[config.mk]
export PLATFORM = sky130hd
export DESIGN_NAME = cmp_argext_seq
export DESIGN_NICKNAME = d
export VERILOG_FILES = /design/src/rtl/cmp_argext_seq.sv
export SDC_FILE = /design/constraint.sdc
export NUM_CORES = 1
export LEC_CHECK = 0
export CORE_ASPECT_RATIO = 0.7
export CORE_MARGIN = 2
export CORE_UTILIZATION = 55
export DETAILED_ROUTE_END_ITERATION = 6
export GPL_TIMING_DRIVEN = 0
export PLACE_DENSITY_LB_ADDON = 0.25
export SLEW_MARGIN = 20
export SYNTH_ARGS = -nofsm -noshare
export SYNTH_HDL_FRONTEND = slang
export SYNTH_HIERARCHICAL = 1
export SYNTH_SLANG_ARGS = --single-unit
[constraint.sdc]
create_clock -name clk -period 3.2 [get_ports clk]
set_input_delay 0.48 -clock clk [delete_from_list [all_inputs] [get_ports clk]]
set_output_delay 0.48 -clock clk [all_outputs]
set_load 0.01 [all_outputs]
[src/rtl/cmp_argext_seq.sv]
// Arg-max/arg-min sequencer: walks a synchronous-read RAM through one shared comparator
// and reports the winning value and its index with a start/done handshake.
module cmp_argext_seq #(
    parameter int unsigned WIDTH = 16,
    parameter int unsigned DEPTH = 64,
    parameter int unsigned IDX_W = $clog2(DEPTH)
) (
    input  logic             clk,
    input  logic             rst_n,
    input  logic             start_i,
    input  logic [IDX_W:0]   len_i,
    input  logic             mode_min_i,
    input  logic             tc_i,
    input  logic             tie_last_i,
    input  logic             abort_i,
    output logic             rd_en_o,
    output logic [IDX_W-1:0] rd_addr_o,
    input  logic [WIDTH-1:0] rd_data_i,
    output logic             busy_o,
    output logic             done_o,
    output logic             res_valid_o,
    output logic [WIDTH-1:0] best_val_o,
    output logic [IDX_W-1:0] best_idx_o
);
    typedef enum logic [1:0] {StIdle, StFetch, StScan, StDone} state_e;

    localparam logic [IDX_W:0] LenMax = (IDX_W + 1)'(DEPTH);

    state_e           state_q;
    logic [IDX_W:0]   len_q;
    logic             mode_min_q, tc_q, tie_last_q, abort_q, empty_q;
    logic             rd_en_q, vld_q;
    logic [IDX_W-1:0] rd_addr_q, k_q, run_idx_q;
    logic [WIDTH-1:0] run_val_q;
    logic             busy_q, done_q, res_valid_q;
    logic [WIDTH-1:0] best_val_q;
    logic [IDX_W-1:0] best_idx_q;

    logic [IDX_W:0]   len_clamp, next_addr;
    logic             leq, lt_le, ge_gt, hit, upd;
    logic [WIDTH-1:0] win_val;
    logic [IDX_W-1:0] win_idx;

    always_comb begin
        len_clamp = (len_i > LenMax) ? LenMax : len_i;
        next_addr = {1'b0, rd_addr_q} + (IDX_W + 1)'(1);
    end

    // LEQ picks strict vs. inclusive compare so ties resolve toward the requested end.
    assign leq = ~(mode_min_q ^ tie_last_q);

    DW01_cmp2 #(
        .WIDTH (WIDTH)
    ) u_cmp (
        .A     (rd_data_i),
        .B     (run_val_q),
        .LEQ   (leq),
        .TC    (tc_q),
        .LT_LE (lt_le),
        .GE_GT (ge_gt)
    );

    // vld_q/k_q describe the element currently on rd_data_i; element 0 always loads.
    always_comb begin
        hit     = mode_min_q ? lt_le : ge_gt;
        upd     = vld_q & ((k_q == '0) | hit);
        win_val = upd ? rd_data_i : run_val_q;
        win_idx = upd ? k_q : run_idx_q;
    end

    always_ff @(posedge clk or negedge rst_n) begin
        if (!rst_n) begin
            state_q     <= StIdle;
            len_q       <= '0;
            mode_min_q  <= 1'b0;
            tc_q        <= 1'b0;
            tie_last_q  <= 1'b0;
            abort_q     <= 1'b0;
            empty_q     <= 1'b0;
            rd_en_q     <= 1'b0;
            vld_q       <= 1'b0;
            rd_addr_q   <= '0;
            k_q         <= '0;
            run_idx_q   <= '0;
            run_val_q   <= '0;
            busy_q      <= 1'b0;
            done_q      <= 1'b0;
            res_valid_q <= 1'b0;
            best_val_q  <= '0;
            best_idx_q  <= '0;
        end else begin
            busy_q <= (state_q == StFetch) || (state_q == StScan);
            done_q <= 1'b0;
            unique case (state_q)
                StIdle: begin
                    if (start_i) begin
                        mode_min_q <= mode_min_i;
                        tc_q       <= tc_i;
                        tie_last_q <= tie_last_i;
                        len_q      <= len_clamp;
                        abort_q    <= 1'b0;
                        empty_q    <= (len_clamp == '0);
                        state_q    <= (len_clamp == '0) ? StDone : StFetch;
                    end
                end
                StFetch: begin
                    if (abort_i) begin
                        abort_q <= 1'b1;
                        state_q <= StDone;
                    end else begin
                        rd_en_q   <= 1'b1;
                        rd_addr_q <= '0;
                        vld_q     <= 1'b0;
                        state_q   <= StScan;
                    end
                end
                StScan: begin
                    if (abort_i) begin
                        abort_q <= 1'b1;
                        rd_en_q <= 1'b0;
                        vld_q   <= 1'b0;
                        state_q <= StDone;
                    end else begin
                        vld_q     <= rd_en_q;
                        k_q       <= rd_addr_q;
                        run_val_q <= win_val;
                        run_idx_q <= win_idx;
                        if (next_addr < len_q) begin
                            rd_addr_q <= next_addr[IDX_W-1:0];
                        end else begin
                            rd_en_q <= 1'b0;
                            state_q <= StDone;
                        end
                    end
                end
                StDone: begin
                    // The last element is still on rd_data_i here, so take the live winner.
                    done_q  <= 1'b1;
                    vld_q   <= 1'b0;
                    state_q <= StIdle;
                    if (abort_q) begin
                        res_valid_q <= 1'b0;
                    end else begin
                        res_valid_q <= ~empty_q;
                        best_val_q  <= empty_q ? '0 : win_val;
                        best_idx_q  <= empty_q ? '0 : win_idx;
                    end
                end
                default: state_q <= StIdle;
            endcase
        end
    end

    assign rd_en_o     = rd_en_q;
    assign rd_addr_o   = rd_addr_q;
    assign busy_o      = busy_q;
    assign done_o      = done_q;
    assign res_valid_o = res_valid_q;
    assign best_val_o  = best_val_q;
    assign best_idx_o  = best_idx_q;

endmodule

// Two-input magnitude comparator; TC selects signed, LEQ selects strict vs. inclusive sense.
module DW01_cmp2 #(
    parameter int unsigned WIDTH = 16
) (
    input  logic [WIDTH-1:0] A,
    input  logic [WIDTH-1:0] B,
    input  logic             LEQ,
    input  logic             TC,
    output logic             LT_LE,
    output logic             GE_GT
);
    logic [WIDTH-1:0] a_adj, b_adj;
    logic             lt, eq;

    // Flipping the sign bits maps two's complement order onto unsigned order.
    always_comb begin
        a_adj = A;
        b_adj = B;
        if (TC) begin
            a_adj[WIDTH-1] = ~A[WIDTH-1];
            b_adj[WIDTH-1] = ~B[WIDTH-1];
        end
        lt    = a_adj < b_adj;
        eq    = A == B;
        LT_LE = LEQ ? (lt | eq) : lt;
        GE_GT = LEQ ? ~(lt | eq) : ~lt;
    end

endmodule

==> metrics.cfg, run 1 <==
[global_route]
grt_usage_pct=27.34
grt_overflow=0
grt_pass1_vias=3510
antenna_found_initial=0
grt_max_degree=59
grt_pass1_wl_mm=18.74

[worst_setup_path]
cp_cell_sequence=clkdlybuf4s50_1 > ha_1 > a21o_1 > a21oi_1 > o221ai_1 > o21a_1 > a31o_1 > mux2i_4 > o31ai_4 > and2_2 > buf_4 > a221o_1
reg2reg_to=best_val_o[8]$_DFFE_PN0P_
crit-reg2reg-launch=run_val_q[11]$_DFFE_PN0P_
crit_family=compound AO/OA/AOI/OAI gates
r2r_cells=12
cp-end-kind=register
start_kind=input pin
arrival_ns=3.35
crit_fanout=10
regToRegSetupSlack_ns=0.27
slowest_stage=clkdlybuf4s50_1
criticalPathCategory=in2reg
slowest_delay_ns=0.46
crit_buf_inv=2
required_ns=3.41

[power]
leakage_nw=2.485
p_clk_share_pct=26.7
seq_power_share_pct=32.2
internal_power_mw=2.953
swShare_pct=36.26
power.density_nw_per_um2=825.8
power.switching_mw=1.680
ir_worst_vdd_mv=0.4507
combPwrFrac_pct=41.1

[worst_hold_path]
hold_path.class=in2async

[timing]
slew_violations=0
rsz0062_at_grt=yes
worstMarginPinSlew_ns=0.6325
max_freq_ghz=0.3188
maxSlewHeadroom_pct=57.39
holdWs_ns=0.01434
setup_viol=0
hold_viol=0
finalCritPeriodShare_pct=98.01
period_minus_slack_ns=3.136
fin_skew_ns=0.003377

[synthesis]
ys_ff_latch=75
synthArstFlopShare_pct=100.0
yosysUniqueCellTypes=47
postSynthCellCount=411
ys.flop_type=dfrtp_1
synth_edf_count=0
synth_fp_nets=468
synth-seq-area-share_pct=42.65
ys_warn_count=6
synth_area_um2=4400
syn_area_per_cell_um2=10.71

[floorplanning]
die_y_um=78.84
num_rows=27
initial_core_util_pct=56.39
dieWidth_um=110.9
dieArea_um2=8744
core_region_area_um2=7804
io_pins=62

[clock_tree]
cts_buffers=9
htreeDepth=3
numClockSinks=75
cts_buffer_depth=2
clk_pin_slew_ns=0.06
clkLatencyLatePin_ns=0.34
cts_hold_buffers=0
cts_tree=done
cts-root-buf=clkbuf_16

[flow_run]
maxCapViolations=0

[detailed_routing]
dr.pass1.iters=7
drtIter0Drc=283
via_per_inst=6.152
routed_wl_mm=11.46
detail_route.wl_per_cell_um=19.39
ant_nets=0
vias=3636
drc=0

[placement]
dpl.cell_count=574
io_buffers=61
hpwl_mm=7.760
gp_congestion=0.8804

[finish]
syn_to_final_growth_pct=27.50
n_fill_cell=563
antenna_cells=0
fin_cells=591
drive_gt1_share_pct=14.49
postLayoutCoreUtil_pct=71.89
fin_nets=542

[run_status]
status=finished, final reports clean

registers in the layout (all words and copies together) (netlist names), 2 cells and up:
name	count
rd_addr_o	6
best_idx_o	6
len_q	7
state_q	2
run_idx_q	6
k_q	6
run_val_q	16
best_val_o	16
power groups by stage:
stage          logic, mW  registers [mW]  clock network [mW]
3_5_place_dp        1.79            1.49                   0
6_report            1.90            1.49                1.24
3_3_place_gp        1.72            1.47                   0
4_1_cts             1.84            1.48                1.25
5_1_grt             2.08            1.53                1.29
2_1_floorplan       1.13            1.47                   0
placed cells by master (no fill, tap or decap), types with 11 or more instances in the layout:
cell type / count
mux2_2: 14
nand3b_1: 23
ha_1: 24
a21oi_1: 28
nor3b_1: 22
a221o_1: 23
o21ai_0: 12
inv_1: 26
dfrtp_1: 75
mux2_4: 20
clkbuf_1: 20
clkdlybuf4s50_1: 57
nor2_1: 11
o211ai_1: 12
nand2_1: 19
repair_timing:
item	4_1_cts	5_1_grt
setup buffers	0	1
endpoints found under the setup margin	40	42
pin swaps	0	3
gates resized for setup	4	12
worst register-to-register path, delay by kind of cell, from the launching register on:
| kind | cells | cell delay, ns |
|---|---|---|
| flops | 1 | 0.38 |
| buf+inv | 2 | 0.28 |
| compound gates | 4 | 0.87 |
| simple gates | 4 | 0.80 |
| fa+ha+maj | 1 | 0.28 |
| mux | 1 | 0.21 |
through the flow:
step	setup slack [ns]	TNS, ns	power (mW)	area [um^2]
after floorplan	0.4615	0	2.601	4400
after global placement	-0.9215	-81.73	3.196	5137
after detailed placement	-0.4739	-16.54	3.281	5162
after CTS	0.01394	0	4.575	5542
after global routing	-0.006253	-0.006253	4.896	5610
final	0.06368	0	4.633	5610
cells by family (layout without fill, tap and decap cells):
kind of cell	after synthesis	after routing	share of synthesized area, %
AND/OR/NAND/NOR	113	113	15.78
AO/OA/AOI/OAI	101	101	16.69
multiplexers	38	38	11.32
adder cells (fa/ha/maj)	27	27	7.677
buffers and inverters	52	131	4.890
flip-flops	75	75	42.65
XOR/XNOR	5	5	0.9953
cells in the mapped netlist, drive strengths merged, types with 4 or more instances:
library cell | n | area [um^2]
a211oi | 7 | 52.55
a21o | 4 | 30.03
a21oi | 28 | 140.1
a221o | 23 | 230.2
buf | 8 | 50.05
clkbuf | 18 | 67.56
dfrtp | 75 | 1877
ha | 27 | 337.8
inv | 26 | 97.59
mux2 | 34 | 457.9
mux2i | 4 | 40.04
nand2 | 19 | 71.32
nand2b | 9 | 56.30
nand3 | 6 | 30.03
nand3b | 23 | 172.7
nand4 | 5 | 43.79
nor2 | 11 | 41.29
nor2b | 4 | 25.02
nor3 | 6 | 35.03
nor3b | 22 | 165.2
o211ai | 12 | 90.09
o21ai | 13 | 65.06
metal layers:
metal | share of wire [%] | vias to the layer above | track usage, %
met1 | 48 | 1801 | 39.26
met2 | 44 | 146 | 41.84
met4 | 1.1 | 0 | 7.875
met3 | 6.7 | 13 | 6.260
li1 | - | 1676 | -
met5 | 0 | - | 0
worst max path at each step:
stage	slack [ns]	cells past startpoint	endpoint	start
5_1_grt	-0.006	12	best_idx_o[3]$_DFFE_PN0P_	rd_data_i[9]
3_5_place_dp	-0.47	12	best_val_o[8]$_DFFE_PN0P_	rd_data_i[14]
2_1_floorplan	0.46	11	best_idx_o[2]$_DFFE_PN0P_	rd_data_i[1]
4_1_cts	0.01	12	best_val_o[8]$_DFFE_PN0P_	rd_data_i[1]
3_3_place_gp	-0.92	1	rd_addr_o[2]$_DFFE_PN0P_	rst_n
6_report	0.06	12	best_val_o[8]$_DFFE_PN0P_	rd_data_i[13]
area by class of cell:
| cell class | instances | area [um^2] | share of cell area [%] |
|---|---|---|---|
| clock inverters | 5 | 125.1 | 2.230 |
| flip-flops and latches | 75 | 1877 | 33.45 |
| repair buffers | 63 | 650.6 | 11.60 |
| clock buffers | 11 | 232.7 | 4.148 |
| multi-input cells | 284 | 2381 | 42.44 |
| inverters | 26 | 97.59 | 1.740 |
| well taps | 101 | 126.4 | 2.252 |
| plain buffers | 26 | 120.1 | 2.141 |
Power figures use the tool's default switching activity.
==> run 2: changes to the inputs <==
Settings changed: CORE_ASPECT_RATIO 0.7 to 1.1.
==> run 2 against run 1 <==
Against the previous run: critical path depth did not move; count of clock-buffer cells in the layout fell by 1; sequential cell count did not move; via count fell by 2.2%; design area fell by 4.8%; setup slack improved by 0.11 ns; global-route usage fell by 1.3 points; power fell by 15%; wire length fell by 5.6%; clock power fell by 51%; clock skew rose by 0.0087 ns; register-to-register slack barely moved; largest power group unchanged.
==> metrics.cfg, run 2 (synthesized netlist as in run 1, its figures left out) <==
[timing]
period_minus_slack_ns=3.031  ; -0.1055 ns
fin_skew_ns=0.01203  ; +0.008651 ns
fin_ws_ns=0.1692  ; +0.1055 ns
worstMarginPinSlew_ns=0.7183  ; +0.08578 ns
setup_viol=0  ; unchanged
slew_violations=0  ; unchanged
maxSlewHeadroom_pct=51.61  ; -5.8 points
rsz0062_at_grt=no
fin_tns_setup_ns=0  ; unchanged
max_freq_ghz=0.3299  ; +3.5%
hold_viol=0  ; unchanged
finalCritPeriodShare_pct=94.71  ; -3.3 points

[detailed_routing]
dr.pass1.iters=5  ; -2
via_per_inst=5.976  ; -2.9%
drtIter0Drc=209  ; -26%
vias=3556  ; -2.2%
routed_wl_mm=10.82  ; -5.6%
detail_route.wl_per_cell_um=18.19  ; -6.2%
drc=0  ; unchanged
ant_nets=0  ; unchanged

[finish]
final_common_cell=dfrtp_1
fin_nets=541  ; -0.18%
antenna_cells=0  ; unchanged
postLayoutCoreUtil_pct=68.25  ; -3.6 points
drive_gt1_share_pct=13.14  ; -1.3 points
final_cell_mix=75 x dfrtp_1, 60 x clkdlybuf4s50_1, 28 x a21oi_1, 27 x ha_1, 26 x inv_1
syn_to_final_growth_pct=21.41

[floorplanning]
io_pins=62  ; unchanged
core_region_area_um2=7828  ; +0.30%
die_y_um=97.81  ; +24%
num_rows=34  ; +26%
initial_core_util_pct=56.22  ; -0.17 points
dieWidth_um=89.29  ; -19%
dieArea_um2=8733  ; -0.12%

[power]
power.density_nw_per_um2=737.8  ; -11%
combPwrFrac_pct=47.0  ; +5.9 points
swShare_pct=40.05  ; +3.8 points
p_clk_share_pct=15.5  ; -11 points
ir_worst_vdd_mv=0.3889  ; -14%
report.power.total_mw=3.942  ; -15%
leakage_nw=2.352  ; -5.3%
power.switching_mw=1.579  ; -6.0%
internal_power_mw=2.363  ; -20%
seq_power_share_pct=37.5  ; +5.3 points

[clock_tree]
cts_buffers=9  ; unchanged
cts_tree=done
htreeDepth=3  ; unchanged
clk_pin_slew_ns=0.08  ; +0.02 ns
cts_setup_buffers=0  ; unchanged
cts-root-buf=clkbuf_8
clkLatencyLatePin_ns=0.35  ; about the same
cts_hold_buffers=0  ; unchanged
numClockSinks=75  ; unchanged
cts_buffer_depth=2  ; unchanged

[worst_setup_path]
criticalPathCategory=in2reg
cp-end-kind=register
regToRegSetupSlack_ns=0.26  ; about the same
slowest_stage=clkdlybuf4s50_1
crit-reg2reg-launch=rd_addr_o[2]$_DFFE_PN0P_
crit_family=compound AO/OA/AOI/OAI gates
cp_cell_sequence=clkdlybuf4s50_1 > ha_1 > nand3_1 > nor3_4 > nand4_2 > o21a_1 > a31o_1 > mux2i_4 > o31ai_4 > and2_4 > buf_4 > a221o_1
crit_fanout=10  ; unchanged
arrival_ns=3.25  ; -0.10 ns
cp.depth=12  ; unchanged
start_kind=input pin
crit_buf_inv=2  ; unchanged
r2r_cells=9  ; -3
reg2reg_to=rd_addr_o[0]$_DFFE_PN0P_
required_ns=3.42  ; about the same
slowest_delay_ns=0.45  ; about the same

[global_route]
antenna_found_initial=0  ; unchanged
grt_pass1_wl_mm=17.60  ; -6.1%
grt_max_degree=39  ; -34%
grt_usage_pct=26.01  ; -1.3 points
grt_overflow=0  ; unchanged
grt_pass1_vias=3659  ; +4.2%

[flow_run]
maxCapViolations=0  ; unchanged

[placement]
hpwl_mm=7.768  ; +0.10%
gp_congestion=0.8481  ; -3.7%
io_buffers=61  ; unchanged
dp_slack_ns=-0.4806  ; -0.006763 ns

[worst_hold_path]
hold_path.class=in2async

[run_status]
status=finished, final reports clean

run 2: cell type report:
cell class | instances | area [um^2]
clock inverter | 4 | 20.02
sequential | 75 | 1877
buffer | 26 | 122.6
fill | 644 | 2485
inverter | 26 | 97.59
timing repair buffer | 62 | 628.1
multi-input combinational | 284 | 2335
tap | 108 | 135.1
clock buffer | 10 | 127.6
run 2: metrics by stage:
stage               area, um^2  hold WS [ns]  std cells
finish                    5343       0.08410        595
floorplan                 4400        0.1844        411
global placement          5146        0.4655        580
CTS                       5330        0.1025        595
detailed placement        5164        0.4764        581
global route              5343        0.1344        595
run 2: power by group through the flow:
stage,registers (mW),logic (mW),clock network (mW)
3_3_place_gp,1.47,1.74,0
5_1_grt,1.51,2.02,0.665
4_1_cts,1.47,1.83,0.618
6_report,1.48,1.85,0.611
2_1_floorplan,1.47,1.13,0
3_5_place_dp,1.49,1.80,0
run 2: worst max-delay path by stage:
stage / slack (ns) / from / end
final: 0.17 / rd_data_i[13] / best_val_o[1]$_DFFE_PN0P_
after global routing: 0.005 / rd_addr_o[2]$_DFFE_PN0P_ / rd_addr_o[0]$_DFFE_PN0P_
after CTS: 0.04 / rd_data_i[13] / best_val_o[7]$_DFFE_PN0P_
after detailed placement: -0.48 / rd_data_i[13] / best_val_o[7]$_DFFE_PN0P_
after global placement: -0.95 / rst_n / rd_addr_o[1]$_DFFE_PN0P_
after floorplan: 0.46 / rd_data_i[1] / best_idx_o[2]$_DFFE_PN0P_
run 2: per-layer routing:
layer  part of all wire (%)  wire (um)  track usage [%]
met4                    1.6        178            9.989
met1                     41       4462            32.89
met3                    5.3        577            4.142
met5                      0          0                0
met2                     52       5601            44.05
run 2: repair_timing:
item | in CTS | in global routing
cloned | 0 | 0
gates resized for setup | 3 | 8
setup endpoints to repair | 28 | 21
pin swaps | 0 | 1
